`config.mk`:
```
export PLATFORM = sky130hd
export DESIGN_NAME = instruction_fetch_unit
export DESIGN_NICKNAME = d
export VERILOG_FILES = /design/src/rtl/instruction_fetch_unit.sv
export SDC_FILE = /design/constraint.sdc
export NUM_CORES = 1
export LEC_CHECK = 0
export CAP_MARGIN = 15
export CORE_ASPECT_RATIO = 1.25
export CORE_UTILIZATION = 45
export CTS_CLUSTER_SIZE = 40
export DETAILED_ROUTE_END_ITERATION = 16
export GPL_ROUTABILITY_DRIVEN = 0
export PLACE_DENSITY = 0.73
export RECOVER_POWER = 25
export SETUP_SLACK_MARGIN = 0.3
export SYNTH_ARGS = -nofsm -noshare
export SYNTH_HDL_FRONTEND = slang
export SYNTH_SLANG_ARGS = --single-unit
export TNS_END_PERCENT = 5
```
`constraint.sdc`:
```
create_clock -name i_clk -period 4.7 [get_ports i_clk]
set_input_delay 0.94 -clock i_clk [delete_from_list [all_inputs] [get_ports i_clk]]
set_output_delay 0.94 -clock i_clk [all_outputs]
set_load 0.02 [all_outputs]
```
`src/rtl/instruction_fetch_unit.sv`:
```
// Fetch stage of the RV32I core. Issues in-order instruction memory requests and buffers
// returned words with their PC. Branch/jump redirects flush the buffer and drain stale responses.
module instruction_fetch_unit #(
    parameter logic [31:0] RESET_PC   = 32'h0000_0000,
    parameter int          FIFO_DEPTH = 2
) (
    input  logic        i_clk,
    input  logic        i_rst_n,
    output logic        o_imem_req_valid,
    input  logic        i_imem_req_ready,
    output logic [31:0] o_imem_addr,
    input  logic        i_imem_rsp_valid,
    input  logic [31:0] i_imem_rsp_data,
    input  logic        i_redirect_valid,
    input  logic [31:0] i_redirect_pc,
    output logic        o_instr_valid,
    input  logic        i_instr_ready,
    output logic [31:0] o_instruction,
    output logic [31:0] o_pc
);
    localparam int              PW      = $clog2(FIFO_DEPTH);
    localparam int              CW      = PW + 1;
    localparam logic [CW-1:0]   ONE     = CW'(1);
    localparam logic [CW:0]     DEPTH_L = (CW + 1)'(FIFO_DEPTH);
    localparam logic [31:0]     NOP     = 32'h0000_0013;

    typedef enum logic {FETCH, FLUSH} state_t;

    state_t        state, state_next;
    logic [31:0]   fetch_pc, rsp_pc, target_pc;
    logic [CW-1:0] outstanding, outstanding_next;
    logic [CW-1:0] discard, discard_next;
    logic [CW-1:0] count, count_next;
    logic [PW-1:0] wr_ptr, rd_ptr;
    logic [31:0]   instr_mem [FIFO_DEPTH];
    logic [31:0]   pc_mem    [FIFO_DEPTH];
    logic          req_valid, req_valid_next;
    logic          accept, rsp_live, push, pop;
    logic          unused_low_bits;

    assign target_pc       = {i_redirect_pc[31:2], 2'b00};
    assign unused_low_bits = ^i_redirect_pc[1:0];

    // A response with nothing outstanding is spurious and ignored entirely.
    assign accept   = req_valid & i_imem_req_ready;
    assign rsp_live = i_imem_rsp_valid & (outstanding != '0);
    assign push     = rsp_live & (state == FETCH) & (discard == '0) & ~i_redirect_valid;
    assign pop      = o_instr_valid & i_instr_ready & ~i_redirect_valid;

    always_comb begin
        // NOTE: every combinational output gets a default first so no latch can be inferred.
        state_next       = state;
        discard_next     = discard;
        outstanding_next = outstanding + CW'(accept) - CW'(rsp_live);
        count_next       = i_redirect_valid ? '0 : count + CW'(push) - CW'(pop);
        if (i_redirect_valid) begin
            // Requests accepted this very cycle still belong to the old path.
            discard_next = outstanding_next;
            state_next   = (outstanding_next != '0) ? FLUSH : FETCH;
        end else if (state == FLUSH && rsp_live) begin
            discard_next = discard - ONE;
            if (discard == ONE) state_next = FETCH;
        end
        // Registered so the request side never sees a combinational path from inputs.
        req_valid_next = (state_next == FETCH) &&
                         (({1'b0, outstanding_next} + {1'b0, count_next}) < DEPTH_L);
    end

    // NOTE: sequential state uses non-blocking assignments so all registers update together.
    always_ff @(posedge i_clk or negedge i_rst_n) begin
        if (!i_rst_n) begin
            state       <= FETCH;
            fetch_pc    <= RESET_PC;
            rsp_pc      <= RESET_PC;
            outstanding <= '0;
            discard     <= '0;
            count       <= '0;
            wr_ptr      <= '0;
            rd_ptr      <= '0;
            req_valid   <= 1'b0;
        end else begin
            state       <= state_next;
            outstanding <= outstanding_next;
            discard     <= discard_next;
            count       <= count_next;
            req_valid   <= req_valid_next;
            if (i_redirect_valid) begin
                fetch_pc <= target_pc;
                rsp_pc   <= target_pc;
                wr_ptr   <= '0;
                rd_ptr   <= '0;
            end else begin
                if (accept) fetch_pc <= fetch_pc + 32'd4;
                if (push) begin
                    rsp_pc <= rsp_pc + 32'd4;
                    wr_ptr <= wr_ptr + PW'(1);
                end
                if (pop) rd_ptr <= rd_ptr + PW'(1);
            end
        end
    end

    // NOTE: buffer storage has no reset; count gates every read so stale contents are never visible.
    always_ff @(posedge i_clk) begin
        if (push) begin
            instr_mem[wr_ptr] <= i_imem_rsp_data;
            pc_mem[wr_ptr]    <= rsp_pc;
        end
    end

    assign o_imem_req_valid = req_valid;
    assign o_imem_addr      = fetch_pc;
    assign o_instr_valid    = (count != '0);
    assign o_instruction    = o_instr_valid ? instr_mem[rd_ptr] : NOP;
    assign o_pc             = o_instr_valid ? pc_mem[rd_ptr] : 32'h0000_0000;

endmodule

```
---- Word level (Yosys, flattened, before mapping) ----
Memories as Yosys holds them, arrays and structs flattened.
Cells that the tools add are included.
storage, ports and cells
  RAM bits ................................ 128
  flip-flop bits (word level) ............. 74
  memories ................................ 2
  output and inout bits ................... 98
  input bits .............................. 70
operators by class
  order comparisons ....................... 1
  bitwise gates (word level) .............. 10
  mux-type cells .......................... 19
  add/sub/neg operators ................... 10
  equality and inequality tests ........... 1
  reductions and logical operators ........ 10
memories
  memory     depth  width  rd ports  clocked after memory_dff  write ports  line  source
  instr_mem  2      32     1         0                         1            35    logic [31:0] instr_mem [FIFO_DEPTH];
  pc_mem     2      32     1         0                         1            36    logic [31:0] pc_mem [FIFO_DEPTH];
operator list
  operator                                                    count
  two-way mux 32 bit                                          6
  adder 32 x 3 -> 32 bit, second input constant               2
  nonzero test 2 bit                                          7
  two-way mux 1 bit                                           10
  AND 1 bit                                                   7
  two-way mux 2 bit                                           3
  adder 2 x 1 -> 2 bit                                        2
  subtractor 2 x 1 -> 2 bit                                   2
  adder 2 x 2 -> 3 bit                                        1
  less-than comparator 3 x 2 -> 1 bit, second input constant  1
  inverter 1 bit                                              3
  adder 1 bit, second input constant                          2
  == test 2 x 1 -> 1 bit, second input constant               1
  logical AND 1 bit                                           2
  logical NOT 2 bit                                           1
  subtractor 2 x 1 -> 2 bit, second input constant            1

---- Depth between registers and ports, before layout ----
Gate-level depths: netlist (run 1).
  depth after elaboration ................. 11
  mapped depth ............................ 13
  gate-level depth less buffers ........... 13

---- Worst setup path before layout (run 1) ----
OpenSTA, ideal clock, no wires.
  path kind ............................... in2reg
  start point ............................. input port i_redirect_valid
  end point ............................... memory instr_mem[0][0], enable pin
  stages on the path ...................... 6
  library setup time ...................... 482 ps
  arrival ................................. 4483 ps
  setup slack ............................. -265 ps
  cell sequence ........................... clkbuf_1 inv_1 clkbuf_1 buf_1 nand2_1 nor2_1
on the way
  word-level cells in the longest chain between the ends .. 4
ends and longest elaborated chain
  what                                     line  source
  from (decl)                              14    input logic i_redirect_valid,
  inverter 1 bit                           47    assign push = rsp_live & (state == FETCH) & (discard == '0) & ~i_redirect_valid;
  AND 1 bit                                47
  two-way mux 1 bit                        105   if (push) begin
  two-way mux 1 bit (implied by the code)  106   instr_mem[wr_ptr] <= i_imem_rsp_data;
  to (decl)                                35
Every way passes these cells.

---- Worst setup path after layout (run 1) ----
  start point ............................. register rd_ptr
  end point ............................... output port o_instruction[22]
on the way
  word-level cells in the longest chain between the ends .. 2
ends and longest elaborated chain
  what                      line  source
  from (decl)               34    logic [PW-1:0] wr_ptr, rd_ptr;
  from (signal assigned)    98    if (pop) rd_ptr <= rd_ptr + PW'(1);
  memory read (2 x 32 bit)  n/a
  two-way mux 32 bit        114   assign o_instruction = o_instr_valid ? instr_mem[rd_ptr] : NOP;
  to (decl)                 18    output logic [31:0] o_instruction,
Every way passes these cells.

==> flow_metrics.py, run 1 <==
metrics = {
    "place": {
        "io_buffers": 161,
        "dpl-instance-area_mm2": 0.0108,
        "dp_slack_ps": 842,
        "dp_cells": 1132,
        "dp_hpwl_mm": 13.3,
    },
    "critical_path": {
        "crit_path_end": "o_instruction[22]",
        "critical_path_class": "register to output pin",
        "r2r-end": "o_imem_req_valid$_DFF_PN0_",
        "worstPathRequired_ps": 3760,
        "worstRegToRegCells": 13,
        "cp_cell_sequence": "buf_4 > mux2i_1 > nor2_1 > clkdlybuf4s50_1",
        "critPathLaunchType": "register",
        "cp_slowest_cell": "dfrtp_4",
        "critPathArrivalTime_ps": 2550,
        "cpPeakStageDelay_ps": 820,
        "cp-end-kind": "output pin",
        "reg2reg_from": "discard[0]$_DFFE_PN0P_",
        "reg2reg_slack_ps": 1710,
        "cp-startpoint": "rd_ptr$_DFFE_PN0P_",
        "worst-path-max-fanout": 34,
    },
    "global_routing": {
        "track_usage_pct": 20.4,
        "grt_max_degree": 79,
        "grt_overflow_total": 0,
        "grt_pass1_wl_mm": 32.0,
        "antenna_found_initial": 0,
        "first_global_vias": 6218,
    },
    "final_layout": {
        "final_cell_mix": "clkdlybuf4s50_1, edfxtp_1, nor2_1",
        "num-nets-final": 965,
        "final_common_cell": "clkdlybuf4s50_1",
        "final_area_mm2": 0.0114,
        "instances_no_fill": 1164,
        "drive_above_1_share_pct": 6.34,
        "syn_to_final_growth_pct": 28.1,
        "antenna_cells": 0,
        "n_fill_cell": 1660,
    },
    "synth": {
        "yosys_most_used_dff": "edfxtp_1",
        "async_reset_ff_share_pct": 36.1,
        "synth-edff-count": 124,
        "synthSimpleGateAreaFrac_pct": 16.5,
        "synth_compound_area_share_pct": 6.91,
        "avgSynthCellArea_um2": 12.1,
        "syn_inst": 735,
        "synthAdderAreaFrac_pct": 1.35,
        "synth_area_leaders": "edfxtp_1, dfrtp_1, mux2i_1",
        "seq_area_frac_synth_pct": 61.7,
        "ys_seq_elements": 194,
        "synth.area.mux_share_pct": 8.71,
        "synth.distinct_cells": 46,
        "synth_xor_area_share_pct": 2.07,
        "synth_top_family_by_area": "simple AND/OR/NAND/NOR gates",
        "ys_warn_count": 0,
        "synth_area_mm2": 0.00887,
        "synth_top_area_share_pct": 42.0,
        "synth_largest_area_cell": "edfxtp_1",
    },
    "clocking": {
        "clk_latency_ps": 430,
        "clkSinkCount": 194,
        "cts_tree": "done",
        "cts_setup_buffers": 0,
        "cts_buffers": 17,
        "post_cts_resized": 0,
        "postCtsHoldBufs": 0,
        "cts_root_buf": "clkbuf_16",
        "h-tree-depth": 4,
        "clk_transition_reported_paths_ps": 60,
        "cts_buffer_depth": 2,
    },
    "drt": {
        "firstDrtPassIters": 5,
        "drt_iter0_markers": 422,
        "vias": 6372,
        "final_antenna_net_count": 0,
        "vias_per_cell": 5.47,
        "drc": 0,
        "post_drt_wl_per_cell_um": 17.0,
        "wl_mm": 19.8,
    },
    "power_and_ir_drop": {
        "leakagePower_uw": 0.00390,
        "irDropWorstVdd_mv": 0.265,
        "p_per_area_mw_per_mm2": 372,
        "finalPower_uw": 4230,
    },
    "worst_hold_path": {
        "min_path_type": "register to register",
    },
    "floorplanning": {
        "core_mm2": 0.0194,
        "die_y_um": 159,
        "chipWidth_um": 128,
        "io_pins": 168,
        "die-area_mm2": 0.0203,
        "start_util_pct": 45.7,
        "rows": 57,
    },
    "flow_run": {
        "cap_violations": 0,
    },
    "timing": {
        "drv_slew": 0,
        "final.period_utilization_pct": 74.2,
        "worst_pin_slew_ps": 886,
        "max_freq_mhz": 287,
        "finalClockSkew_ps": 10.1,
        "fin_tns_setup_ps": 0,
        "setup_ws_ps": 1210,
        "period_minus_slack_ps": 3490,
        "setup_violations": 0,
        "rsz0062_at_grt": "no",
        "final_hold_viol_count": 0,
        "slew_headroom_pct": 40.9,
    },
    "status": {
        "status": "finished clean",
    },
}
-- worst min-delay path by stage --
stage / from / end / slack [ps] / cells after the start
CTS: rsp_pc[20]$_DFFE_PN0N_ / pc_mem[1][20]$_DFFE_PP_ / 540 / 0
global route: rsp_pc[8]$_DFFE_PN0N_ / pc_mem[1][8]$_DFFE_PP_ / 570 / 0
finish: rsp_pc[20]$_DFFE_PN0N_ / pc_mem[1][20]$_DFFE_PP_ / 540 / 0
global placement: rsp_pc[20]$_DFFE_PN0N_ / pc_mem[0][20]$_DFFE_PP_ / 500 / 0
floorplan: rsp_pc[4]$_DFFE_PN0N_ / pc_mem[0][4]$_DFFE_PP_ / 440 / 0
detailed placement: rsp_pc[20]$_DFFE_PN0N_ / pc_mem[1][20]$_DFFE_PP_ / 520 / 0
-- critical path, delay by kind of cell (launching register included) --
family,cells,cell delay [ps]
simple gates,1,60
mux,1,250
flops,1,820
buf+inv,2,980
-- sequential cells by signal (all words and copies together) (netlist names) --
name and count:
wr_ptr 1, outstanding 2, instr_mem 64, rsp_pc 30, count 2, state 1
rd_ptr 1, o_imem_addr 30, o_imem_req_valid 1, discard 2, pc_mem 60
-- logic make-up (layout without fill, tap and decap cells) --
| family | Yosys count | in the layout |
|---|---|---|
| AND/OR/NAND/NOR | 282 | 282 |
| XOR/XNOR | 21 | 21 |
| other | 1 | 4 |
| adder cells (fa/ha/maj) | 9 | 9 |
| buffers and inverters | 59 | 220 |
| AO/OA/AOI/OAI | 93 | 93 |
| multiplexers | 76 | 76 |
| flip-flops | 194 | 194 |
-- through the flow --
step | util, % | hold slack [ps]
2_1_floorplan | - | 440
3_3_place_gp | 55.5 | 505
3_5_place_dp | 55.5 | 523
4_1_cts | 58.6 | 538
5_1_grt | 58.6 | 568
6_report | 58.6 | 541
-- cell usage after synthesis, drive strengths merged, types with 18 or more instances --
cell type / number
nand2: 32
mux2i: 66
o21ai: 20
edfxtp: 124
nor2: 103
clkbuf: 27
a31oi: 21
or4: 18
dfrtp: 70
nand3: 23
nand4: 19
-- metal layers --
metal	vias up	GRT usage [%]	part of all wire, %	routed length [um]
li1	3053	-	-	-
met1	3086	25.9	43	8460
met2	202	34.1	50	9820
met3	31	4.10	5.0	996
met4	0	8.56	2.5	499
met5	-	0	0	0
-- power breakdown --
group,switching [uW],internal [uW],leakage [uW]
Combinational,379,331,0.00169
Sequential,126,1940,0.00193
Clock,617,837,0.000281
Total,1120,3100,0.00390
-- area by class of cell --
class / count / area (um^2) / area share, %
inverter: 16 / 60.1 / 0.528
tap: 265 / 332 / 2.92
timing repair buffer: 172 / 1710 / 15.1
clock inverter: 13 / 161 / 1.42
multi-input combinational: 485 / 3190 / 28.0
sequential: 194 / 5480 / 48.2
clock buffer: 19 / 433 / 3.81
Power figures use the tool's default switching activity.
==> inputs of run 2 (changes only) <==
Clock period 4.7 ns to 3.35 ns, I/O delays scaled along.
==> run 2 against run 1 <==
  * Non-clock buffer count is 8 higher
  * Wire length is 2.2% higher
  * The run now ends with capacitance limit, slew limit left
  * Largest cell class unchanged
  * Critical path depth is 8 higher
  * Clock-buffer cell count is 6 higher
  * Register-to-register slack worse by 1100 ps
  * Largest power group unchanged
==> flow_metrics.py, run 2 (synthesis results as in run 1) <==
metrics = {
    "final_layout": {
        "final_common_cell": "clkdlybuf4s50_1",
        "n_fill_cell": 1606,
        "top_register": "instr_mem",
        "num-nets-final": 973,
        "final_area_mm2": 0.0115,
        "largest_reg_flops": 64,
        "drive_above_1_share_pct": 7.17,
        "antenna_cells": 0,
        "ff_latch_area_mm2": 0.00548,
        "syn_to_final_growth_pct": 29.4,
        "final_cell_mix": "clkdlybuf4s50_1, edfxtp_1, nor2_1",
        "top_regs": "instr_mem (64), pc_mem (60)",
        "multiInputGateArea_mm2": 0.00319,
    },
    "timing": {
        "drv_slew": 30,
        "slew_headroom_pct": -21.6,
        "hold-worst-slack_ps": 528,
        "max_freq_mhz": 351,
        "finalClockSkew_ps": 11.2,
        "period_minus_slack_ps": 2850,
        "final.period_utilization_pct": 85.1,
        "final_hold_viol_count": 0,
        "setup_violations": 0,
        "rsz0062_at_grt": "no",
        "worst_pin_slew_ps": 1820,
        "fin_tns_setup_ps": 0,
    },
    "worst_hold_path": {
        "worstHoldStart": "rsp_pc[8]$_DFFE_PN0N_",
        "min_to": "pc_mem[0][8]$_DFFE_PP_",
        "holdPathStages": 0,
        "min_path_type": "register to register",
    },
    "critical_path": {
        "cpLargestDelayFamily": "adder cells",
        "cp-end-kind": "register",
        "critical_path_class": "input port to register",
        "r2r-end": "o_imem_req_valid$_DFF_PN0_",
        "worst-path-buf-inv": 2,
        "worst-path-max-fanout": 3,
        "cp_slowest_cell": "clkdlybuf4s50_1",
        "reg2reg_from": "discard[0]$_DFFE_PN0P_",
        "worstRegToRegCells": 13,
        "worstPathRequired_ps": 3690,
        "crit_cells": 12,
        "cp_cell_sequence": "clkdlybuf4s50_1 > o21ai_0 > nor2_1 > nand2_1 > ha_1 > inv_1 > ha_1 > xor2_1 > xnor2_1 > nor2_1 > fa_1 > nor3_1",
        "critPathLaunchType": "input port",
        "cpPeakStageDelay_ps": 470,
        "critPathArrivalTime_ps": 3190,
        "reg2reg_slack_ps": 620,
    },
    "drt": {
        "firstDrtPassIters": 5,
        "vias_per_cell": 5.48,
        "post_drt_wl_per_cell_um": 17.2,
        "vias": 6428,
        "wl_mm": 20.2,
        "final_antenna_net_count": 0,
        "drt_iter0_markers": 485,
        "drc": 0,
    },
    "clocking": {
        "cts_buffer_depth": 2,
        "cts_tree": "done",
        "cts_buffers": 17,
        "cts_root_buf": "clkbuf_16",
        "clkSinkCount": 194,
        "clk_transition_reported_paths_ps": 70,
        "h-tree-depth": 4,
        "clk_latency_ps": 420,
    },
    "place": {
        "dp_hpwl_mm": 13.7,
        "io_buffers": 161,
        "dpl-instance-area_mm2": 0.0109,
    },
    "status": {
        "violations": "capacitance limit, slew limit",
        "status": "finished, violations left",
    },
    "flow_run": {
        "cap_violations": 1,
    },
    "global_routing": {
        "met3_usage_pct": 3.66,
        "grtUsageMet2_pct": 34.7,
        "track_usage_pct": 20.6,
        "antenna_found_initial": 0,
        "grt_overflow_total": 0,
        "grt_pass1_wl_mm": 32.2,
        "first_global_vias": 6244,
        "use_met1_pct": 26.3,
        "grt.busiest_layer": "met2",
        "grt_max_degree": 63,
    },
    "floorplanning": {
        "die-area_mm2": 0.0203,
        "core_mm2": 0.0194,
        "chipWidth_um": 128,
        "start_util_pct": 45.7,
        "io_pins": 168,
        "rows": 57,
        "die_y_um": 159,
    },
    "power_and_ir_drop": {
        "finalPower_uw": 6030,
        "leakagePower_uw": 0.00397,
        "p_per_area_mw_per_mm2": 525,
        "irDropWorstVdd_mv": 0.353,
    },
}
==> run 2: metal layers <==
metal  vias to the layer above  routed length, um  part of all wire [%]
li1                       3067                  -                     -
met5                         -                  0                     0
met2                       196              10200                    51
met4                         0                436                   2.2
met3                        25                952                   4.7
met1                      3140               8570                    42
==> run 2: repair_timing <==
| item | 4_1_cts | 5_1_grt |
|---|---|---|
| setup buffers | 0 | 0 |
| hold buffers | 0 | 0 |
| resized for setup | 0 | 1 |
| endpoints found under the setup margin | 0 | 4 |
==> run 2: final cells by class <==
type	instances	area share [%]
Sequential cell	194	47.7
Multi-Input combinational cell	485	27.8
Timing Repair Buffer	180	15.7
Clock buffer	25	4.59
Tap cell	265	2.89
Clock inverter	7	0.839
Inverter	16	0.523
==> run 2: stage by stage <==
step | worst slack [ps] | util, % | instances
CTS | 338 | 59.2 | 1172
detailed placement | 54.8 | 56.0 | 1140
finish | 499 | 59.2 | 1172
global route | 357 | 59.2 | 1172
floorplan | -170 | - | 738
global placement | 106 | 56.0 | 1140
==> run 2: report_power, final <==
group	internal, uW	leakage, uW	switching (uW)
sequential	2710	0.00193	170
combinational	499	0.00173	557
clock	1250	0.000309	844
==> run 2: how the worst max path moves through the flow <==
| stage | start | to | slack, ps |
|---|---|---|---|
| after global placement | i_imem_rsp_valid | o_imem_req_valid$_DFF_PN0_ | 110 |
| after global routing | i_imem_rsp_valid | o_imem_req_valid$_DFF_PN0_ | 360 |
| final | i_imem_rsp_valid | o_imem_req_valid$_DFF_PN0_ | 500 |
| after CTS | count[1]$_DFF_PN0_ | o_pc[13] | 340 |
| after detailed placement | i_imem_rsp_valid | o_imem_req_valid$_DFF_PN0_ | 50 |
| after floorplan | i_redirect_valid | instr_mem[1][0]$_DFFE_PP_ | -170 |
==> run 2: worst register-to-register path, stage by stage, from the launching register on <==
cell and delay, ps:
dfrtp_1 400, inv_1 100, ha_1 190, nand2b_1 80, nor2_1 140, nand2_1 130
ha_1 290, inv_1 40, ha_1 170, xor2_1 170, xnor2_1 130, nor2_1 160
fa_1 450, nor3_1 200
